$ cat config.mk
export PLATFORM = sky130hd
export DESIGN_NAME = mem_port_arbiter
export DESIGN_NICKNAME = d
export VERILOG_FILES = /design/src/rtl/mem_port_arbiter.sv
export SDC_FILE = /design/constraint.sdc
export NUM_CORES = 1
export LEC_CHECK = 0
export CELL_PAD_IN_SITES_DETAIL_PLACEMENT = 0
export CELL_PAD_IN_SITES_GLOBAL_PLACEMENT = 1
export CORE_ASPECT_RATIO = 0.9
export CORE_MARGIN = 2
export CORE_UTILIZATION = 32
export DETAILED_ROUTE_END_ITERATION = 8
export PLACE_DENSITY_LB_ADDON = 0.1
export SYNTH_ARGS = -nofsm -noshare
export SYNTH_HDL_FRONTEND = slang
export SYNTH_SLANG_ARGS = --single-unit
export TNS_END_PERCENT = 100
$ cat constraint.sdc
create_clock -name clk_in -period 3.2 [get_ports clk_in]
set_input_delay 0.48 -clock clk_in [delete_from_list [all_inputs] [get_ports clk_in]]
set_output_delay 0.48 -clock clk_in [all_outputs]
set_load 0.03 [all_outputs]
$ cat src/rtl/mem_port_arbiter.sv
// Multi-channel byte-serial memory port arbiter.
// Grants one requestor at a time (fixed priority or round-robin) and moves
// 1, 2 or 4 bytes through a single 8-bit memory port with one-cycle read latency.
module mem_port_arbiter #(
  parameter int NCH      = 2,
  parameter int ARB_MODE = 1,
  parameter int AW       = 32
) (
  input  logic                clk_in,
  input  logic                rst_in,
  input  logic                rdy_in,
  input  logic [NCH-1:0]      req_i,
  input  logic [NCH-1:0]      we_i,
  input  logic [2*NCH-1:0]    size_i,
  input  logic [AW*NCH-1:0]   addr_i,
  input  logic [32*NCH-1:0]   wdata_i,
  input  logic [NCH-1:0]      abort_i,
  output logic [NCH-1:0]      done_o,
  output logic [31:0]         rdata_o,
  output logic                busy_o,
  input  logic [7:0]          mem_din,
  output logic [7:0]          mem_dout,
  output logic [AW-1:0]       mem_a,
  output logic                mem_wr
);

  localparam int IW = (NCH > 1) ? $clog2(NCH) : 1;

  localparam logic [1:0] S_IDLE = 2'd0;
  localparam logic [1:0] S_XFER = 2'd1;
  localparam logic [1:0] S_FIN  = 2'd2;

  logic [1:0]    state_q, state_d;
  logic [IW-1:0] win_q,   win_d;
  logic [IW-1:0] rr_q,    rr_d;
  logic          we_q,    we_d;
  logic [2:0]    n_q,     n_d;
  logic [AW-1:0] addr_q,  addr_d;
  logic [31:0]   wdata_q, wdata_d;
  logic [31:0]   rdata_q, rdata_d;
  logic [2:0]    cnt_q,   cnt_d;
  logic          pend_q,  pend_d;

  logic [NCH-1:0] elig;
  logic           gnt_vld;
  logic [IW-1:0]  gnt_idx;
  logic           sel_we;
  logic [1:0]     sel_size;
  logic [AW-1:0]  sel_addr;
  logic [31:0]    sel_wdata;
  logic           ab_win;
  logic           issue;
  logic           capture;
  logic           fin_act;
  logic [1:0]     cidx;

  function automatic logic [2:0] bytes_of(input logic [1:0] s);
    case (s)
      2'b00:   return 3'd1;
      2'b01:   return 3'd2;
      default: return 3'd4;
    endcase
  endfunction

  // Winner selection; the channel completing in FIN is excluded from the search.
  // In fixed-priority mode a masked top-priority requestor blocks the FIN-cycle
  // grant instead of letting a lower channel slip in ahead of it.
  always_comb begin
    elig    = req_i;
    gnt_vld = 1'b0;
    gnt_idx = '0;
    if (state_q == S_FIN) begin
      for (int unsigned i = 0; i < NCH; i++) begin
        if (win_q == IW'(i)) elig[i] = 1'b0;
      end
    end
    if (ARB_MODE == 0) begin
      for (int unsigned i = NCH; i > 0; i--) begin
        if (req_i[i-1]) gnt_idx = IW'(i - 1);
      end
      gnt_vld = (|req_i) && !((state_q == S_FIN) && (gnt_idx == win_q));
    end else begin
      for (int unsigned off = 0; off < NCH; off++) begin
        for (int unsigned i = 0; i < NCH; i++) begin
          if (!gnt_vld && elig[i] && (i == (32'(rr_q) + off) % NCH)) begin
            gnt_vld = 1'b1;
            gnt_idx = IW'(i);
          end
        end
      end
    end
  end

  // Per-channel field mux for the candidate winner and the current owner's abort.
  always_comb begin
    sel_we    = 1'b0;
    sel_size  = '0;
    sel_addr  = '0;
    sel_wdata = '0;
    ab_win    = 1'b0;
    for (int unsigned i = 0; i < NCH; i++) begin
      if (gnt_idx == IW'(i)) begin
        sel_we    = we_i[i];
        sel_size  = size_i[2*i +: 2];
        sel_addr  = addr_i[AW*i +: AW];
        sel_wdata = wdata_i[32*i +: 32];
      end
      if (win_q == IW'(i)) ab_win = abort_i[i];
    end
  end

  assign issue   = (state_q == S_XFER) && rdy_in && (cnt_q < n_q);
  assign capture = (state_q == S_XFER) && rdy_in && !we_q && pend_q;
  assign fin_act = (state_q == S_FIN) && rdy_in;
  assign cidx    = 2'(cnt_q - 3'd1);

  // Next-state logic; everything holds while rdy_in is low.
  always_comb begin
    state_d = state_q;
    win_d   = win_q;
    rr_d    = rr_q;
    we_d    = we_q;
    n_d     = n_q;
    addr_d  = addr_q;
    wdata_d = wdata_q;
    rdata_d = rdata_q;
    cnt_d   = cnt_q;
    pend_d  = pend_q;
    if (rdy_in) begin
      case (state_q)
        S_IDLE, S_FIN: begin
          state_d = S_IDLE;
          if (gnt_vld) begin
            state_d = S_XFER;
            win_d   = gnt_idx;
            rr_d    = (gnt_idx == IW'(NCH - 1)) ? '0 : gnt_idx + IW'(1);
            we_d    = sel_we;
            n_d     = bytes_of(sel_size);
            addr_d  = sel_addr;
            wdata_d = sel_wdata;
            rdata_d = '0;
            cnt_d   = '0;
            pend_d  = 1'b0;
          end
        end
        S_XFER: begin
          if (we_q) begin
            cnt_d = cnt_q + 3'd1;
            if (cnt_q == n_q - 3'd1) state_d = S_FIN;
          end else if (ab_win) begin
            state_d = S_IDLE;
            pend_d  = 1'b0;
          end else begin
            if (issue) cnt_d = cnt_q + 3'd1;
            pend_d = issue;
            if (capture) rdata_d[{cidx, 3'b000} +: 8] = mem_din;
            if (pend_q && (cnt_q == n_q)) state_d = S_FIN;
          end
        end
        default: state_d = S_IDLE;
      endcase
    end
  end

  // State registers with asynchronous active-low reset.
  always_ff @(posedge clk_in or negedge rst_in) begin
    if (!rst_in) begin
      state_q <= S_IDLE;
      win_q   <= '0;
      rr_q    <= '0;
      we_q    <= 1'b0;
      n_q     <= '0;
      addr_q  <= '0;
      wdata_q <= '0;
      rdata_q <= '0;
      cnt_q   <= '0;
      pend_q  <= 1'b0;
    end else begin
      state_q <= state_d;
      win_q   <= win_d;
      rr_q    <= rr_d;
      we_q    <= we_d;
      n_q     <= n_d;
      addr_q  <= addr_d;
      wdata_q <= wdata_d;
      rdata_q <= rdata_d;
      cnt_q   <= cnt_d;
      pend_q  <= pend_d;
    end
  end

  // Memory-side and completion outputs. While stalled with a read capture
  // pending, the address of the byte awaiting capture is re-driven so its data
  // is still on mem_din when rdy_in returns.
  always_comb begin
    busy_o   = (state_q == S_XFER);
    mem_wr   = issue && we_q;
    mem_a    = '0;
    mem_dout = '0;
    if (state_q == S_XFER) begin
      mem_a = addr_q + AW'(cnt_q) - AW'(pend_q && !rdy_in);
      if (we_q) mem_dout = wdata_q[{cnt_q[1:0], 3'b000} +: 8];
    end
    rdata_o = fin_act ? rdata_q : '0;
    done_o  = '0;
    for (int unsigned i = 0; i < NCH; i++) begin
      done_o[i] = fin_act && (win_q == IW'(i));
    end
  end

endmodule

-- Word-level counts from Yosys, hierarchy flattened
Index checks and enable logic that the tools add are counted.
- shifts and indexed selects: 3
- muxes and demuxes: 42
- add/sub/neg operators: 8
- $lt $le $gt $ge: 1
- equal/unequal tests: 13
- reduce and logical (&&, ||, !) cells: 33
- bitwise gates (word level): 1
- div/mod/pow operators: 0
- $mul: 0
- operators with widths (operator ; count):
    2-to-1 mux 32 bit ; 8
    zero test 32 bit ; 2
    case mux 32 bit (2 select lines) ; 1
    adder 32 x 3 -> 32 bit ; 1
    bitwise mux 32 bit ; 1
    variable shift 8 x 7 -> 32 bit (first input constant) ; 1
    indexed part select 32 x 6 -> 8 bit ; 1
    indexed part select 8 x 7 -> 32 bit ; 1
    subtractor 32 x 1 -> 32 bit ; 1
    logical AND 1 bit ; 17
    2-to-1 mux 1 bit ; 16
    2-to-1 mux 8 bit ; 2
    2-to-1 mux 2 bit ; 6
    2-to-1 mux 3 bit ; 4
    case mux 3 bit (2 select lines) ; 2
    negator 5 -> 7 bit ; 1
    == test 3 bit ; 2
    != test 2 bit (second input constant) ; 3
    AND reduction 3 bit ; 2
    AND reduction 6 bit ; 1
    zero test 1 bit ; 5
    AND reduction 5 bit ; 1
    == test 2 x 1 -> 1 bit (second input constant) ; 2
    zero test 2 bit ; 2
    other kinds (17) ; 18
- memory bits (writable): 0
- memories: 0
- register bits: 108
- latch bits: 0
- bits in read-only memories: 0

-- Depth between registers and ports, before layout
- word-level depth: 19
- depth in mapped cells: 15
- depth with buffers taken out: 15

-- Least setup slack after synthesis
OpenSTA, ideal clock, no wires.
- path type: reg-to-output
- start point: register cnt_q[0]
- end point: output port mem_a[26]
- buffers on the path: 1
- stages on the path, launching flop included: 15
- slack: -0.696 ns
- arrival time: 3.416 ns
- cells stage by stage: dfrtp_1 buf_2 inv_1 ha_1 inv_1 ha_1 inv_1 fa_1 nor2b_1 o31a_1 o21ai_2 a2111oi_4 o21bai_2 and3_2 nor3_1
- longest elaborated chain between the ends: 3
- RTL lines (what ; RTL line ; source):
    start: declaration ; 41 ; logic [2:0] cnt_q, cnt_d;
    start signal: assignment ; 187 ; cnt_q <= cnt_d;
    adder 32 x 3 -> 32 bit ; 201 ; mem_a = addr_q + AW'(cnt_q) - AW'(pend_q && !rdy_in);
    subtractor 32 x 1 -> 32 bit ; 201 ;
    2-to-1 mux 32 bit ; 200 ; if (state_q == S_XFER) begin
    end: declaration ; 23 ; output logic [AW-1:0] mem_a,
Every way passes these cells.

-- Worst setup path in the final report
- start point: register pend_q
- end point: output port mem_a[30]
- longest elaborated chain between the ends: 3
- RTL lines (what ; RTL line ; source):
    start: declaration ; 42 ; logic pend_q, pend_d;
    start signal: assignment ; 188 ; pend_q <= pend_d;
    logical AND 1 bit ; 201 ;
    subtractor 32 x 1 -> 32 bit ; 201 ;
    2-to-1 mux 32 bit ; 200 ;
Every way passes these cells.

==> summary.md <==
| Metric | Value |
|---|---|
| Routed length per placed instance | `14.9 um` |
| Post-DP HPWL | `16,200 um` |
| Critical Path End Type | `output pin` |
| Syn Inst Count | `866` |
| Remaining DRCs | `0` |
| Final Wtd Congestion | `0.803` |
| R2R Setup Slk | `710 ps` |
| Die width | `about 160 um` |
| Buffers on Ports | `between 200 and 250` |
| Sum of negative setup slack | `-11,340 ps` |
| Final Cycle Share | `119%` |
| Synth Area in Compound Gates | `between 15 and 20%` |
| Largest net degree at the start of global routing | `between 100 and 150` |
| Hold Buf Count CTS | `0` |
| Fraction of registers with async set/reset | `100%` |
| Final Net Count | `1,312` |
| RSZ-0062 raised after global routing | `true` |
| Synthesis Warnings | `0` |
| CTS clk-pin slew, worst paths | `80 ps` |
| Most frequent cells in the layout | `157 x clkdlybuf4s50_1, 154 x nand2_1, 111 x o21ai_0, 108 x dfrtp_1, 91 x buf_4` |
| Largest family of logic cells by synthesized area | `simple AND/OR/NAND/NOR gates` |
| Sequential share of the synthesized area | `between 30% and 40%` |
| Worst skew pair latency | `around 360 ps` |
| Util after Layout | `just under 50%` |
| Largest stage delay on the critical path | `400 ps` |
| Clock share of power | `under 10%` |
| Via count | `6,730` |
| Initial core utilization | `32.9%` |
| Critical Path Most Common Cell | `inv_2` |
| Placement Setup Slack | `-927 ps` |
| Cell Int Power | `7220 uW` |
| Post-synthesis xor/xnor area fraction | `~3%` |
| FF+latch count, synth | `108` |
| Failing checks | `setup timing` |
| EDFF count, synth | `0` |
| Synth Area in Simple Gates | `roughly 18%` |
| Sw Pwr | `between 6000 and 7000 uW` |
| Reg2reg end | `cnt_q[2]` |
| Vias/cell | `4.73` |
| Post-synthesis mux area share | `12.0%` |
| Setup crit start kind | `flip-flop` |
| I/O pins | `225` |
| Power share of the combinational group | `74.8%` |
| Distinct cells, synth | `60` |
| CP max FO | `3` |
| Mapped cell area | `~7400 sq um` |
| Synth Area in Adders | `7.33%` |
| Setup CP Type | `flip-flop to output pin` |
| Final Hold Fails | `0` |
| Total core area | `between 20,000 and 25,000 sq um` |
| Post-Syn Nets | `between 1,000 and 1,500` |
| Avg Cell Area, Syn | `between 8 and 9 sq um` |
| Diode count | `0` |
| Fmax | `0.264 GHz` |
| Power Density | `1210 nW/um^2` |
| Num rows | `52` |
| Die height | `149 um` |
| Final WL | `~21,000 um` |
| Flop pwr share | `about 17%` |
| Htree depth | `3` |
| Fraction of layout cells with a size suffix above 1 | `between 20% and 30%` |
| Maximum vdd drop | `~0.70 mV` |
| Hold crit path type | `input pin to asynchronous set/reset pin` |
| Slowest-stage cell, CP | `a2111oi_4` |
| First-pass GRT wire length | `~34,000 um` |
| Path depth of the worst reg2reg path | `9` |
| Relative slew slack | `a little over a third` |
| Clock root buffer | `clkbuf_16` |
| Worst r2r src | `cnt_q[1]` |
| Global route overflow | `0` |
| TritonCTS Sinks | `approximately 110` |
| First DRT Iteration DRCs | `around 260` |
| Commonest non-fill, non-tap cell in the layout | `clkdlybuf4s50_1` |
| Initial antenna violation count | `0` |
| Worst Path Required | `approximately 2700 ps` |
| P_leak | `roughly 0.0051 uW` |
| Setup violators final | `27` |
| CTS tree | `built` |
| Status | `complete, but fails checks` |
| Total die area | `around 24,000 sq um` |
| Fin crit period | `~3800 ps` |
| Final antenna-violating net count | `0` |
| CTS buffer count | `9` |
| Slack of the critical path | `-595 ps` |
| CP cell instances | `inv_2 -> nor2_4 -> ha_4 -> inv_2 -> ha_4 -> inv_2 -> fa_2 -> nor2b_2 -> o31a_1 -> buf_4 -> o21ai_4 -> a2111oi_4 -> o21bai_2 -> a21oi_4 -> a211oi_2 -> mux2i_4 -> buf_6` |
| Tot GR Track Use | `between 10% and 20%` |
| Worst slew pin tran | `between 900 and 1000 ps` |
| Area growth from synthesis to layout | `49.6%` |
| Number of global-route vias before repair | `6,550` |
| Main synth FF type | `dfrtp_1` |
| Sw frac | `a little under half` |
| Hold WS | `~170 ps` |
| Deepest clock path buffer count | `2` |
| Max_cap viols | `0` |
| CP arrival | `~3300 ps` |
| DR pass1 iterations | `4` |
| Fin. max-slew vios | `0` |
| Clk_skew | `10.5 ps` |
-- per-layer routing --
metal,global-route usage (%),up-vias,wire (um)
li1,-,3483,-
met1,24.5,3082,10100
met2,28.4,156,9680
met3,4.24,9,1230
met4,3.43,0,152
met5,0,-,0
-- area by class of cell --
type                            count  area (sq um)
Multi-Input combinational cell    655          4670
Sequential cell                   108          2700
Clock inverter                      6          65.1
Fill cell                        2224         11500
Inverter                           55           216
Tap cell                          297           372
Clock buffer                       10           239
Timing Repair Buffer              291          2870
-- power groups by stage --
stage / clock [uW] / combinational (uW) / sequential (uW)
finish: 1160 / 10000 / 2220
global route: 1260 / 11000 / 2310
CTS: 1200 / 9870 / 2230
detailed placement: 0 / 9190 / 2260
global placement: 0 / 9200 / 2250
floorplan: 0 / 6000 / 2140
-- critical path, delay by kind of cell (launching register included) --
family	cells	cell delay [ps]
AO/OA/AOI/OAI	6	1070
adder cells (fa/ha/maj)	3	650
buffers and inverters	5	420
flip-flops	1	370
AND/OR/NAND/NOR	2	260
multiplexers	1	200
-- sequential cells by signal, indices dropped and copies added (netlist names) --
register  flops
addr_q       32
rdata_q      32
wdata_q      32
cnt_q         3
n_q           3
state_q       2
pend_q        1
rr_q          1
we_q          1
win_q         1
-- repair_timing --
action / CTS / global route
setup endpoints to repair: 28 / 28
buffers inserted: 9 / 5
resized for setup: 58 / 13
pin swaps: 46 / 25
-- synth_stat cells, types with 5 or more instances --
cell type,n,share of area (%)
nand2b_1,6,0.50
buf_2,11,0.74
clkbuf_1,27,1.4
nand4_1,5,0.42
mux4_2,8,2.4
xnor2_1,19,2.2
a31oi_1,7,0.59
mux2i_1,69,9.3
o21ai_1,10,0.67
dfrtp_1,108,36
a21o_1,10,1.0
nor3_1,13,0.87
and3_1,11,0.92
ha_1,42,7.1
inv_1,55,2.8
o21ai_0,120,8.1
buf_4,5,0.50
nor2b_1,6,0.50
xor2_1,7,0.82
nor2_1,42,2.1
a211oi_1,8,0.81
and2_1,36,3.0
nand2_1,157,7.9
a21oi_1,19,1.3
-- stage by stage --
stage               total power, uW  cell area (sq um)  cells
floorplan                      8130               7650    866
global placement              11400              10500   1393
detailed placement            11400              10500   1393
CTS                           13300              11000   1417
global route                  14500              11100   1422
finish                        13400              11100   1422
-- worst max-delay path by stage --
| stage | end | slack [ps] | start | depth (start not counted) |
|---|---|---|---|---|
| global route | mem_a[24] | -820 | pend_q | 18 |
| CTS | mem_a[12] | -660 | pend_q | 17 |
| global placement | mem_a[30] | -870 | rdy_in | 16 |
| floorplan | mem_a[30] | -200 | cnt_q[0] | 15 |
| detailed placement | mem_a[30] | -930 | rdy_in | 16 |
| finish | mem_a[30] | -590 | pend_q | 17 |
-- cell families after synthesis --
logic type	after synthesis
xor+xnor	26
simple gates	297
flops	108
buf+inv	103
mux	79
fa+ha+maj	43
compound gates	210
Power figures use the tool's default switching activity.
